===== src/rtl/v3a_deq_unit_pkg.sv =====
// Shared definitions for the tagged dequeue unit: shift command encoding and FSM states.
package v3a_QueuePkg;

   localparam logic [1:0] SHIFT_HOLD = 2'b00;
   localparam logic [1:0] SHIFT_FWD  = 2'b01;
   localparam logic [1:0] SHIFT_REV  = 2'b10;

   typedef enum logic [1:0] {
      ST_IDLE   = 2'd0,
      ST_SEARCH = 2'd1,
      ST_RESP   = 2'd2
   } deq_state_t;

endpackage


===== src/rtl/v3a_deq_prio_enc.sv =====
// Lowest-set-bit priority encoder with a found flag.
module v3a_deq_prio_enc #(
   parameter int p_width = 32,
   parameter int p_idxw  = (p_width > 1) ? $clog2(p_width) : 1
) (
   input  logic [p_width-1:0] i_req,
   output logic               o_found,
   output logic [p_idxw-1:0]  o_idx
);

   always_comb begin
      o_found = 1'b0;
      o_idx   = '0;
      // Scan downward so the lowest set bit is the last one written.
      for (int i = p_width - 1; i >= 0; i--) begin
         if (i_req[i]) begin
            o_found = 1'b1;
            o_idx   = p_idxw'(i);
         end
      end
   end

endmodule


===== src/rtl/v3a_deq_unit.sv =====
// Tagged dequeue: finds the oldest occupied entry with a matching tag, compacts the
// queue behind it by one slot and returns its payload over a valid/ready response.
//
// state  | meaning
// IDLE   | ready for a request; tag latched on deq_val
// SEARCH | one-cycle compare; drives shift_en/clr_occ/wr_lock
// RESP   | response held until resp_rdy
module v3a_deq_unit
   import v3a_QueuePkg::*;
#(
   parameter int p_depth     = 32,
   parameter int p_ptrwidth  = $clog2(p_depth),
   parameter int p_chanwidth = 32,
   parameter int p_bitwidth  = p_ptrwidth + p_chanwidth
) (
   input  logic                                 clk,
   input  logic                                 rst,
   input  logic                                 deq_val,
   output logic                                 deq_rdy,
   input  logic [p_ptrwidth-1:0]                deq_tag,
   output logic                                 resp_val,
   input  logic                                 resp_rdy,
   output logic                                 resp_hit,
   output logic [p_chanwidth-1:0]               resp_data,
   input  logic [p_depth-1:0][p_bitwidth-1:0]   data_in,
   input  logic [p_depth-1:0]                   occ,
   output logic [p_depth-1:0][1:0]              shift_en,
   output logic [p_depth-1:0]                   clr_occ,
   output logic                                 wr_lock
);

   localparam int lp_idxw = (p_depth > 1) ? $clog2(p_depth) : 1;

   deq_state_t              r_state;
   deq_state_t              w_state_nxt;
   logic                    r_deq_rdy;
   logic                    r_resp_val;
   logic                    r_hit;
   logic [p_chanwidth-1:0]  r_data;
   logic [p_ptrwidth-1:0]   r_tag;

   logic [p_depth-1:0]      w_match;
   logic [p_depth-1:0]      w_occ_rev;
   logic                    w_hit;
   logic                    w_any;
   logic [lp_idxw-1:0]      w_k;
   logic [lp_idxw-1:0]      w_m_rev;
   logic [lp_idxw-1:0]      w_m;
   logic [p_chanwidth-1:0]  w_k_data;
   logic                    w_search;
   logic                    w_accept;

   always_comb begin
      for (int i = 0; i < p_depth; i++) begin
         w_match[i]   = occ[i] && (data_in[i][p_bitwidth-1:p_chanwidth] == r_tag);
         w_occ_rev[i] = occ[p_depth-1-i];
      end
   end

   v3a_deq_prio_enc #(.p_width(p_depth), .p_idxw(lp_idxw)) u_match_enc (
      .i_req   (w_match),
      .o_found (w_hit),
      .o_idx   (w_k)
   );

   // Highest occupied slot: lowest set bit of the bit-reversed occupancy.
   v3a_deq_prio_enc #(.p_width(p_depth), .p_idxw(lp_idxw)) u_tail_enc (
      .i_req   (w_occ_rev),
      .o_found (w_any),
      .o_idx   (w_m_rev)
   );

   assign w_m      = lp_idxw'(p_depth - 1) - w_m_rev;
   assign w_k_data = data_in[w_k][p_chanwidth-1:0];
   assign w_accept = deq_val && r_deq_rdy;
   // Gated by rst so a reset landing in SEARCH never commits a shift or clear.
   assign w_search = (r_state == ST_SEARCH) && rst;

   always_ff @(posedge clk) begin
      if (!rst) r_state <= ST_IDLE;
      else      r_state <= w_state_nxt;
   end

   always_comb begin
      w_state_nxt = r_state;
      shift_en    = '0;
      clr_occ     = '0;
      wr_lock     = 1'b0;
      case (r_state)
         ST_IDLE:   if (w_accept) w_state_nxt = ST_SEARCH;
         ST_SEARCH: w_state_nxt = ST_RESP;
         ST_RESP:   if (resp_rdy) w_state_nxt = ST_IDLE;
         default:   w_state_nxt = ST_IDLE;
      endcase
      if (w_search) begin
         wr_lock = 1'b1;
         if (w_hit && w_any) begin
            clr_occ[w_m] = 1'b1;
            for (int j = 0; j < p_depth; j++) begin
               if ((lp_idxw'(j) >= w_k) && (lp_idxw'(j) < w_m)) shift_en[j] = SHIFT_REV;
            end
         end
      end
   end

   always_ff @(posedge clk) begin
      if (!rst) begin
         r_deq_rdy  <= 1'b0;
         r_resp_val <= 1'b0;
         r_hit      <= 1'b0;
         r_data     <= '0;
         r_tag      <= '0;
      end else begin
         r_deq_rdy  <= (w_state_nxt == ST_IDLE);
         r_resp_val <= (w_state_nxt == ST_RESP);
         if (r_state == ST_IDLE && w_accept) r_tag <= deq_tag;
         if (r_state == ST_SEARCH) begin
            r_hit  <= w_hit;
            r_data <= w_hit ? w_k_data : '0;
         end
      end
   end

   assign deq_rdy   = r_deq_rdy;
   assign resp_val  = r_resp_val;
   assign resp_hit  = r_hit;
   assign resp_data = r_data;

endmodule


===== config.mk =====
export PLATFORM = sky130hd
export DESIGN_NAME = v3a_deq_unit
export DESIGN_NICKNAME = d
export VERILOG_FILES = /design/src/rtl/v3a_deq_unit_pkg.sv /design/src/rtl/v3a_deq_prio_enc.sv /design/src/rtl/v3a_deq_unit.sv
export SDC_FILE = /design/constraint.sdc
export NUM_CORES = 1
export LEC_CHECK = 0
export ABC_AREA = 1
export ABC_CLOCK_PERIOD_IN_PS = 12600
export BUFFER_PORTS_ARGS = -buffer_cell sky130_fd_sc_hd__buf_2
export CAP_MARGIN = 10
export CELL_PAD_IN_SITES_DETAIL_PLACEMENT = 1
export CELL_PAD_IN_SITES_GLOBAL_PLACEMENT = 1
export CORE_AREA = 5 5 531 533
export DETAILED_ROUTE_END_ITERATION = 16
export DIE_AREA = 0 0 536 538
export GPL_TIMING_DRIVEN = 0
export PLACE_DENSITY_LB_ADDON = 0.1
export SLEW_MARGIN = 20
export SYNTH_ARGS = -nofsm -noshare
export SYNTH_HDL_FRONTEND = slang
export SYNTH_HIERARCHICAL = 1
export SYNTH_SLANG_ARGS = --single-unit

===== constraint.sdc =====
create_clock -name clk -period 12.6 [get_ports clk]
set_clock_uncertainty 0.2 [all_clocks]
set_input_delay 2.52 -clock clk [delete_from_list [all_inputs] [get_ports clk]]
set_output_delay 2.52 -clock clk [all_outputs]
set_load 0.02 [all_outputs]

# After elaboration in Yosys (flattened, before gate mapping)

Index checks and enable logic that the tools add are counted.

Logic and storage cells: 353
Memory bits (writable): 0
Latch bits: 0
Register bits after elaboration: 42
Memories kept: 0
ROM bits: 0
Input port bits: 1225
Output and inout port bits: 132

Div/mod/pow operators: 0
Mux-type cells: 173
Equality and inequality tests: 35
$mul: 0
Bitwise logic cells: 0
Shift-type cells: 0
Reductions and logical operators: 71
Order comparisons: 67
Add/subtract/negate cells: 1

Operator list:

| kind                                                       | count |
|---|---|
| 2-to-1 mux 5 bit                                           | 64 |
| binary-select mux 37 bit (select 5 bit)                    | 1 |
| equality test 5 bit                                        | 32 |
| 2-to-1 mux 32 bit                                          | 4 |
| 2-to-1 mux 64 bit                                          | 2 |
| >= comparator 5 bit, first input constant                  | 16 |
| less-than comparator 5 bit, first input constant           | 16 |
| logical AND 1 bit                                          | 69 |
| 2-to-1 mux 2 bit                                           | 34 |
| 2-to-1 mux 1 bit                                           | 66 |
| >= comparator 4 x 5 -> 1 bit, first input constant         | 8 |
| less-than comparator 4 x 5 -> 1 bit, first input constant  | 8 |
| >= comparator 3 x 5 -> 1 bit, first input constant         | 4 |
| less-than comparator 3 x 5 -> 1 bit, first input constant  | 4 |
| less-than comparator 5 x 6 -> 1 bit, second input constant | 2 |
| >= comparator 1 x 5 -> 1 bit, first input constant         | 2 |
| >= comparator 2 x 5 -> 1 bit, first input constant         | 2 |
| less-than comparator 1 x 5 -> 1 bit, first input constant  | 2 |
| less-than comparator 2 x 5 -> 1 bit, first input constant  | 2 |
| one-hot mux 2 bit (3 select lines)                         | 1 |
| demux 1 bit (select 5 bit)                                 | 1 |
| >= comparator 5 x 1 -> 1 bit, second input constant        | 1 |
| subtractor 5 bit, first input constant                     | 1 |
| equality test 2 bit, second input constant                 | 2 |
| 2 further kinds                                            | 3 |

# Logic depth before layout (Yosys ltp)

Gate-level depths: netlist of run 1.

Depth in word-level cells: 39
Gate-level depth with buffers: 51
Mapped depth without buffers: 47

# Hierarchy

The synthesis of run 1 kept the hierarchy.

Modules (own cells, without submodules):

| module           | cells an instance | seq. area each (um^2) | area an instance (um^2) | instances |
|---|---|---|---|---|
| v3a_deq_unit     | 3741              | 840.8                 | 16792.4                 | 1 |
| v3a_deq_prio_enc | 107               | 0.0                   | 442.9                   | 2 |

# Worst setup path after synthesis of run 1

No wires, ideal clock.

Path kind: input port to output port
From: in data_in[1145] (netlist name)
To: out shift_en[13] (netlist name)
Data required time: 9.880 ns
Path buffers: 3
Stages: 42
Setup slack: 3.637 ns
Arrival: 6.243 ns
Cell sequence: inv_1 > o21ai_0 > a221oi_1 > nand4_1 > nor3_1 > inv_1 > nand2_1 > nand2_1 > nand2_1 > nand2_1 > nand2_1 > nand2_1 > nand2_1 > nand2_1 > nand2_1 > nand2_1 > nand2_1 > nand2_1 > [... 6 more ...] > nand2_1 > nand2_1 > nand2_1 > nand2_1 > nand2_1 > nand2_1 > nand2_1 > nand2_1 > nand2_1 > nand2_1 > nand2_1 > a21oi_2 > buf_4 > buf_4 > nand2_2 > buf_2 > inv_1 > a2111oi_0

RTL lines:

| item        | RTL line           | text |
|---|---|---|
| from (decl) | v3a_deq_unit.sv:25 | `input logic [p_depth-1:0][p_bitwidth-1:0] data_in,` |
| to (decl)   | v3a_deq_unit.sv:27 | `output logic [p_depth-1:0][1:0] shift_en,` |

==> summary.md, run 1 <==
| Metric | Value |
|---|---|
| Result of the run | `completed` |
| Category of the most critical setup path | `input port to output port` |
| Post-DRT Antenna Nets | `0` |
| Hold Violations, Final | `0` |
| Launch point of the worst path | `occ[28]` |
| Initial cell density of the core | `6.40%` |
| Critical hold path startpoint | `resp_data[24]` |
| WHS Path Cells | `2` |
| Minimum setup slack after placement | `632 ps` |
| Primary flip-flop cell chosen by synthesis mapping | `dfxtp_1` |
| Sequential share of the synthesized area | `4.76%` |
| Global placer's final weighted congestion | `0.864` |
| TritonCTS clock tree | `built` |
| Global-route wire length before repair | `333000 um` |
| Maximum net fanout on the critical path | `10` |
| Levels on crit path | `41` |
| Floorplan row count | `193` |
| Sum of buffers and inverters on the critical path | `7` |
| Share of total power consumed by net switching | `70.5%` |
| Top cells by area in the synthesized netlist | `nand2_1 (41%), inv_1 (12%), nand3_1 (8.4%), nor2_1 (6.2%), a21oi_1 (4.9%)` |
| Worst-case hold slack | `267 ps` |
| Number of antenna violations at the first check in global routing | `278` |
| Via count | `30.6k` |
| Critical register-to-register path endpoint | `resp_data[1]` |
| Combinational share of power | `89.8%` |
| Critical Path Source Type | `input port` |
| Final Max Tran Viols | `0` |
| Max-capacitance violation count | `0` |
| Element type at the critical path end | `output port` |
| Logic depth of the worst register-to-register path | `46` |
| Die Footprint | `288000 um2` |
| DR pass1 iterations | `5` |
| Average size of a mapped cell | `4.47 um2` |
| Register bit total from synthesis | `42` |
| Dpl hpwl | `244000 um` |
| Die boundary height | `538 um` |
| Internal power | `859 uW` |
| Clock period minus final worst setup slack | `11470 ps` |
| Startpoint of the worst register-to-register path | `r_tag[1]` |
| Yosys warning count | `6` |
| Post-synth EDFFs | `0` |
| Cell variety after synth | `36` |
| Final net count | `6550` |
| Post-layout worst setup margin | `1130 ps` |
| Total power per unit cell area | `98.5 nW/um2` |
| Worst max-slew margin expressed relative to the limit | `29.5%` |
| Area of the multi-input gates | `13300 um2` |
| Pin count of the biggest net entering global routing | `16` |
| Mean number of vias per cell | `3.36` |
| Stage delay of the slowest cell on the critical path | `690 ps` |
| Clock input transition at the sequential cells of the worst setup and hold paths | `80 ps` |
| Switching Power | `2.05 mW` |
| Placed cells | `9023` |
| Insertion delay to the later sink of the worst-skew pair | `320 ps` |
| Detailed Route Iter0 Violations | `1264` |
| Post-CTS Resized | `0` |
| Total negative slack for setup checks | `0 ps` |
| Fraction of final layout cells with drive strength greater than 1 | `30.3%` |
| Detailed-route DRC error count | `0` |
| Pin slew with the least headroom to its limit | `1060 ps` |
| Post-synthesis cell area | `17700 um2` |
| Buffer levels on the longest clock path | `2` |
| Post-CTS Setup Bufs | `0` |
| Count of port buffers added during placement | `1323` |
| FF-to-FF setup slack | `4290 ps` |
| Cell accounting for the most synthesized area | `nand2_1` |
| Number of global-route vias before repair | `32.8k` |
| Final setup viols | `0` |
| I/O pins | `1357` |
| Critical Path AT | `8750 ps` |
| Commonest cells after routing, fill and taps aside | `nand2_1 (1917), buf_2 (1427), inv_1 (581), nand3_1 (295), nor2_1 (292)` |
| Number of inserted filler cells in the final layout | `34.8k` |
| Relative contribution of sequential cells to total power | `4.9%` |
| Portion of total power attributed to the clock network | `5.3%` |
| Filler-free cell count of the finished design | `9094` |
| Hold endpoint | `resp_data[24]` |
| Fraction of synthesis flops using an asynchronous set or reset pin | `0%` |
| Most repeated library cell on the critical path | `nand2_1` |
| Unrepaired setup endpoints after global routing | `false` |
| Cell at the slowest stage of the critical path | `a2111oi_2` |
| Number of cells produced by synthesis | `3955` |
| Worst hold path type | `register to register` |
| Static leakage | `16.9 nW` |
| # clock sinks | `42` |
| Maximum operating frequency | `87.2 MHz` |
| Clock buffer count from CTS | `5` |
| Most common library cell in the layout ignoring fill and taps | `nand2_1` |
| Clock tree root driver cell | `clkbuf_16` |
| Global routing usage summed across all routing layers | `17.6%` |
| Overall overflow remaining after global route | `0` |
| Final period utilization | `91.0%` |
| Post-CTS Hold Buffers | `0` |
| Top delay family on crit path | `simple AND/OR/NAND/NOR gates` |
| Final core utilization | `10.7%` |
| Max IR drop VDD | `0.0000436 V` |
| Portion of synthesized cell area occupied by the leading cell type | `40.7%` |
| Chip Width | `536 um` |
| Final routed wire length divided by cell count | `29.4 um` |
| Core ar. | `276000 um2` |
| Area taken by flip-flops and latches | `841 um2` |
| Total wirelength of the detailed-routed design | `267000 um` |
| Req. time, crit path | `9880 ps` |
| Area overhead of the layout relative to synthesis | `67.2%` |
| CTS HTree Levels | `2` |
[cell type report]
type	instances	area share (%)
Clock buffer	5	0.423
Tap cell	3705	15.7
Antenna cell	63	0.533
Sequential cell	42	2.84
Timing Repair Buffer	1331	22.9
Buffer	273	5.11
Multi-Input combinational cell	3080	44.9
Clock inverter	3	0.0804
Inverter	592	7.52
[worst max path at each step]
stage	to
CTS	shift_en[13]
floorplan	shift_en[13]
detailed placement	shift_en[13]
global placement	shift_en[37]
global route	shift_en[13]
finish	shift_en[13]
[sequential cells by signal (all words and copies together), names as in the netlist]
name       cells
r_state        2
resp_hit       1
resp_val       1
deq_rdy        1
resp_data     32
r_tag          5
[metrics by stage]
step | total power [mW] | area [um2]
3_5_place_dp | 2.94 | 29300
6_report | 2.91 | 29600
4_1_cts | 3.11 | 29400
5_1_grt | 3.21 | 29400
3_3_place_gp | 2.92 | 29100
2_1_floorplan | 1.28 | 17800
[synth_stat cells (11+ instances only)]
master and instances:
clkbuf_1 80, or2_2 61, a21oi_1 174, nand2_1 1917, o21ai_0 65, nor3_1 58, dfxtp_1 42, nand4_1 30
inv_2 11, buf_2 101, inv_1 581, a221oi_1 34, buf_4 57, buf_1 17, nand3_1 295, nor2_1 292
buf_6 18, a211oi_1 11, xor2_1 64
[power groups by stage]
stage / combinational, mW / sequential, mW / clock, mW
6_report: 2.62 / 0.142 / 0.154
5_1_grt: 2.90 / 0.143 / 0.169
4_1_cts: 2.80 / 0.142 / 0.168
3_5_place_dp: 2.79 / 0.145 / 0
3_3_place_gp: 2.78 / 0.145 / 0
2_1_floorplan: 1.13 / 0.151 / 0
[layer usage]
layer / routed length, um / track usage (%) / vias up
met4: 3370 / 1.10 / 198
met3: 20200 / 5.60 / 456
met2: 139000 / 34.1 / 1239
li1: - / - / 14695
met5: 1350 / 0 / -
met1: 103000 / 19.4 / 13966
[worst reg2reg max path: cells and delay by family, from the launching register on]
| family | cells | cell delay (ps) |
|---|---|---|
| buffers and inverters | 7 | 3050 |
| AND/OR/NAND/NOR | 37 | 4250 |
| AO/OA/AOI/OAI | 2 | 380 |
| flip-flops | 1 | 300 |
[cell families after synthesis]
logic type	after synthesis	synth area share (%)
AND/OR/NAND/NOR	2671	60.8
flip-flops	42	4.76
AO/OA/AOI/OAI	312	10.2
other	1	0.0212
XOR/XNOR	64	3.17
buffers and inverters	865	21.1
No activity file was read; power rests on OpenSTA's default activity.
==> inputs of run 2 (changes only) <==
- CORE_AREA: 5 5 531 533 -> 5 5 520 522
- DIE_AREA: 0 0 536 538 -> 0 0 525 527
- SYNTH_HIERARCHICAL: 1 -> not set
==> run 2 against run 1 <==
Compared with the run above: highest routed layer unchanged; critical endpoint is now shift_en[45]; setup slack improved by 260 ps; synthesized cell count decreased by 15%; global-route usage grew 0.68 points; largest power group unchanged; flip-flop and latch count stayed put; total power down 0.76%; first-iteration DRC count grew 16%; sequential share of layout area rose by 0.20 points; clock power is 23% higher; largest cell class unchanged; non-clock buffer count grew 16; area after synthesis decreased by 9.9%.
==> summary.md, run 2 <==
| Metric | Value |
|---|---|
| Critical hold path startpoint | `resp_data[4] (was resp_data[24])` |
| Die boundary height | `527 um (was 538 um)` |
| Clock buffer count from CTS | `5 (unchanged)` |
| Insertion delay to the later sink of the worst-skew pair | `360 ps (was 320 ps)` |
| CTS HTree Levels | `2 (unchanged)` |
| Sequential share of the synthesized area | `5.28% (was 4.76%)` |
| Clock tree root driver cell | `clkbuf_16 (unchanged)` |
| Category of the most critical setup path | `input port to output port (unchanged)` |
| Maximum operating frequency | `89.2 MHz (was 87.2 MHz)` |
| Clock period minus final worst setup slack | `11210 ps (was 11470 ps)` |
| Post-layout worst setup margin | `1390 ps (was 1130 ps)` |
| Die Footprint | `277000 um2 (was 288000 um2)` |
| # clock sinks | `42 (unchanged)` |
| Largest register FFs | `32 (unchanged)` |
| Top cells by area in the synthesized netlist | `nand2_1 (30%), nand3_1 (23%), nor2_1 (10%), dfxtp_1 (5.3%), nand3b_1 (4.4%) (was nand2_1 (41%), inv_1 (12%), nand3_1 (8.4%), nor2_1 (6.2%), a21oi_1 (4.9%))` |
| Logic depth of the worst register-to-register path | `24 (was 46)` |
| Critical Path AT | `8490 ps (was 8750 ps)` |
| Final Max Tran Viols | `0 (unchanged)` |
| Combinational share of power | `88.4% (was 89.8%)` |
| Element type at the critical path end | `output port (unchanged)` |
| I/O pins | `1357 (unchanged)` |
| Fraction of final layout cells with drive strength greater than 1 | `33.0% (was 30.3%)` |
| Dpl hpwl | `238000 um (was 244000 um)` |
| Final period utilization | `89.0% (was 91.0%)` |
| Post-synthesis cell area | `15900 um2 (was 17700 um2)` |
| Total power per unit cell area | `105 nW/um2 (was 98.5 nW/um2)` |
| Via count | `29.5k (was 30.6k)` |
| Global routing usage summed across all routing layers | `18.3% (was 17.6%)` |
| Unrepaired setup endpoints after global routing | `false (unchanged)` |
| Number of antenna violations at the first check in global routing | `261 (was 278)` |
| Area taken by flip-flops and latches | `841 um2 (unchanged)` |
| Post-DRT Antenna Nets | `0 (unchanged)` |
| Cell variety after synth | `45 (was 36)` |
| Register bit total from synthesis | `42 (unchanged)` |
| Switching Power | `2.05 mW (about the same)` |
| Uppermost signal routing layer after detailed routing | `met5 (unchanged)` |
| Final routed wire length divided by cell count | `32.0 um (was 29.4 um)` |
| Yosys warning count | `0 (was 6)` |
| Critical register-to-register path endpoint | `resp_data[18] (was resp_data[1])` |
| TritonCTS clock tree | `built (unchanged)` |
| Met1 routed wirelength after detailed routing | `116000 um (was 103000 um)` |
| DR pass1 iterations | `5 (unchanged)` |
| Fraction of synthesis flops using an asynchronous set or reset pin | `0% (unchanged)` |
| Startpoint of the worst register-to-register path | `r_tag[0] (was r_tag[1])` |
| Global-route wire length before repair | `336000 um (was 333000 um)` |
| Most numerous cell types in the synthesized netlist | `nand2_1 (1260), nand3_1 (717), nor2_1 (427), inv_1 (176), buf_2 (94) (was nand2_1 (1917), inv_1 (581), nand3_1 (295), nor2_1 (292), a21oi_1 (174))` |
| Relative contribution of sequential cells to total power | `5.0% (was 4.9%)` |
| Req. time, crit path | `9880 ps (about the same)` |
| Critical Path Source Type | `input port (unchanged)` |
| Post-CTS Setup Bufs | `0 (unchanged)` |
| Detailed Route Iter0 Violations | `1467 (was 1264)` |
| Post-CTS Hold Buffers | `0 (unchanged)` |
| Count leader, synth | `nand2_1 (unchanged)` |
| Area of the multi-input gates | `13000 um2 (was 13300 um2)` |
| Primary flip-flop cell chosen by synthesis mapping | `dfxtp_1 (unchanged)` |
| Number of cells produced by synthesis | `3350 (was 3955)` |
| Clock input transition at the sequential cells of the worst setup and hold paths | `80 ps (about the same)` |
| Metal3 WL | `16100 um (was 20200 um)` |
| Sum of met2 wire segment lengths after detailed routing | `129000 um (was 139000 um)` |
| Hold Violations, Final | `0 (unchanged)` |
| Max IR drop VDD | `0.0000526 V (was 0.0000436 V)` |
| Number of inserted filler cells in the final layout | `33.2k (was 34.8k)` |
| Area overhead of the layout relative to synthesis | `73.4% (was 67.2%)` |
| Floorplan row count | `189 (was 193)` |
| Overall overflow remaining after global route | `0 (unchanged)` |
| WHS Path Cells | `2 (unchanged)` |
| Max-capacitance violation count | `0 (unchanged)` |
| Internal power | `843 uW (was 859 uW)` |
| Core ar. | `265000 um2 (was 276000 um2)` |
| Portion of total power attributed to the clock network | `6.6% (was 5.3%)` |
| Worst max-slew margin expressed relative to the limit | `11.0% (was 29.5%)` |
| Launch point of the worst path | `data_in[1182] (was occ[28])` |
| FF-to-FF setup slack | `3990 ps (was 4290 ps)` |
| Share of total power consumed by net switching | `70.8% (was 70.5%)` |
| Result of the run | `completed (unchanged)` |
| Worst hold path type | `register to register (unchanged)` |
| Portion of synthesized cell area occupied by the leading cell type | `29.7% (was 40.7%)` |
| Global placer's final weighted congestion | `0.836 (was 0.864)` |
| Static leakage | `14.4 nW (was 16.9 nW)` |
| Number of global-route vias before repair | `31.5k (was 32.8k)` |
| Average size of a mapped cell | `4.76 um2 (was 4.47 um2)` |
| Chip Width | `525 um (was 536 um)` |
| Final setup viols | `0 (unchanged)` |
| Minimum setup slack after placement | `782 ps (was 632 ps)` |
| Pin slew with the least headroom to its limit | `1330 ps (was 1060 ps)` |
| Pin count of the biggest net entering global routing | `14 (was 16)` |
| Cell accounting for the most synthesized area | `nand2_1 (unchanged)` |
| Most common library cell in the layout ignoring fill and taps | `buf_2 (was nand2_1)` |
| Final net count | `5946 (was 6550)` |
| Buffer levels on the longest clock path | `2 (unchanged)` |
| Total negative slack for setup checks | `0 ps (unchanged)` |
| Hold endpoint | `resp_data[4] (was resp_data[24])` |
| Detailed-route DRC error count | `0 (unchanged)` |
| Post-CTS Resized | `0 (unchanged)` |
| Initial cell density of the core | `6.02% (was 6.40%)` |
| Mean number of vias per cell | `3.55 (was 3.36)` |
| Commonest cells after routing, fill and taps aside | `buf_2 (1420), nand2_1 (1259), nand3_1 (717), nor2_1 (426), inv_1 (176) (was nand2_1 (1917), buf_2 (1427), inv_1 (581), nand3_1 (295), nor2_1 (292))` |
| Maximum net fanout on the critical path | `10 (unchanged)` |
| Total wirelength of the detailed-routed design | `266000 um (was 267000 um)` |
| Post-synth EDFFs | `0 (unchanged)` |
| Count of port buffers added during placement | `1323 (unchanged)` |
-- run 2: metal layers --
metal / up-vias / track usage [%]
met4: 140 / 1.81
met2: 1237 / 32.6
met3: 380 / 4.49
met1: 14004 / 22.9
met5: - / 0
li1: 13708 / -
-- run 2: layout make-up --
type / instances / area share (%)
timing repair buffer: 1332 / 24.7
buffer: 288 / 5.80
multi-input combinational: 2867 / 46.9
tap: 3533 / 16.0
inverter: 185 / 2.51
clock buffer: 6 / 0.466
clock inverter: 2 / 0.136
sequential: 42 / 3.04
antenna: 55 / 0.498
-- run 2: worst max-delay path by stage --
stage | cells after the start | endpoint | slack, ps
after floorplan | 38 | shift_en[25] | 4370
final | 22 | shift_en[45] | 1390
after detailed placement | 22 | shift_en[45] | 780
after CTS | 22 | shift_en[45] | 770
after global routing | 22 | shift_en[45] | 710
after global placement | 22 | shift_en[45] | 700
-- run 2: worst max-delay path, stage by stage --
cell	delay (ps)
buf_2	100
inv_1	40
nand2_1	70
nand2_1	60
nor2_1	90
nand2_1	70
o21ai_0	300
nor2_1	120
nor3_1	580
o21ai_0	160
nand2_1	110
nand2_1	60
nand2_1	70
nand2_2	390
inv_1	670
nand2_1	720
inv_1	220
buf_2	570
buf_1	610
nand3_1	270
a221oi_1	360
buf_2	260
-- run 2: per-stage QoR --
step / hold slack [ps] / instances / instance area [um2] / util (%) / total power [mW]
2_1_floorplan: 328 / 3382 / 16100 / - / 1.17
3_3_place_gp: 240 / 8238 / 27100 / 10.2 / 2.82
3_5_place_dp: 244 / 8247 / 27300 / 10.3 / 2.85
4_1_cts: 258 / 8255 / 27500 / 10.4 / 3.06
5_1_grt: 283 / 8276 / 27500 / 10.4 / 3.15
6_report: 255 / 8310 / 27600 / 10.4 / 2.89
-- run 2: power groups by stage --
stage / clock, mW / sequential [mW] / combinational (mW)
2_1_floorplan: 0 / 0.153 / 1.01
3_3_place_gp: 0 / 0.148 / 2.68
3_5_place_dp: 0 / 0.148 / 2.70
4_1_cts: 0.208 / 0.145 / 2.70
5_1_grt: 0.209 / 0.146 / 2.80
6_report: 0.190 / 0.145 / 2.55
-- run 2: cell families after synthesis --
family | Yosys count | synth area share (%)
and+or+nand+nor | 2588 | 70.4
buffers and inverters | 473 | 14.3
AOI/OAI and AO/OA | 208 | 7.91
DFF | 42 | 5.28
xor gates and xnor gates | 38 | 2.09
other | 1 | 0.0235
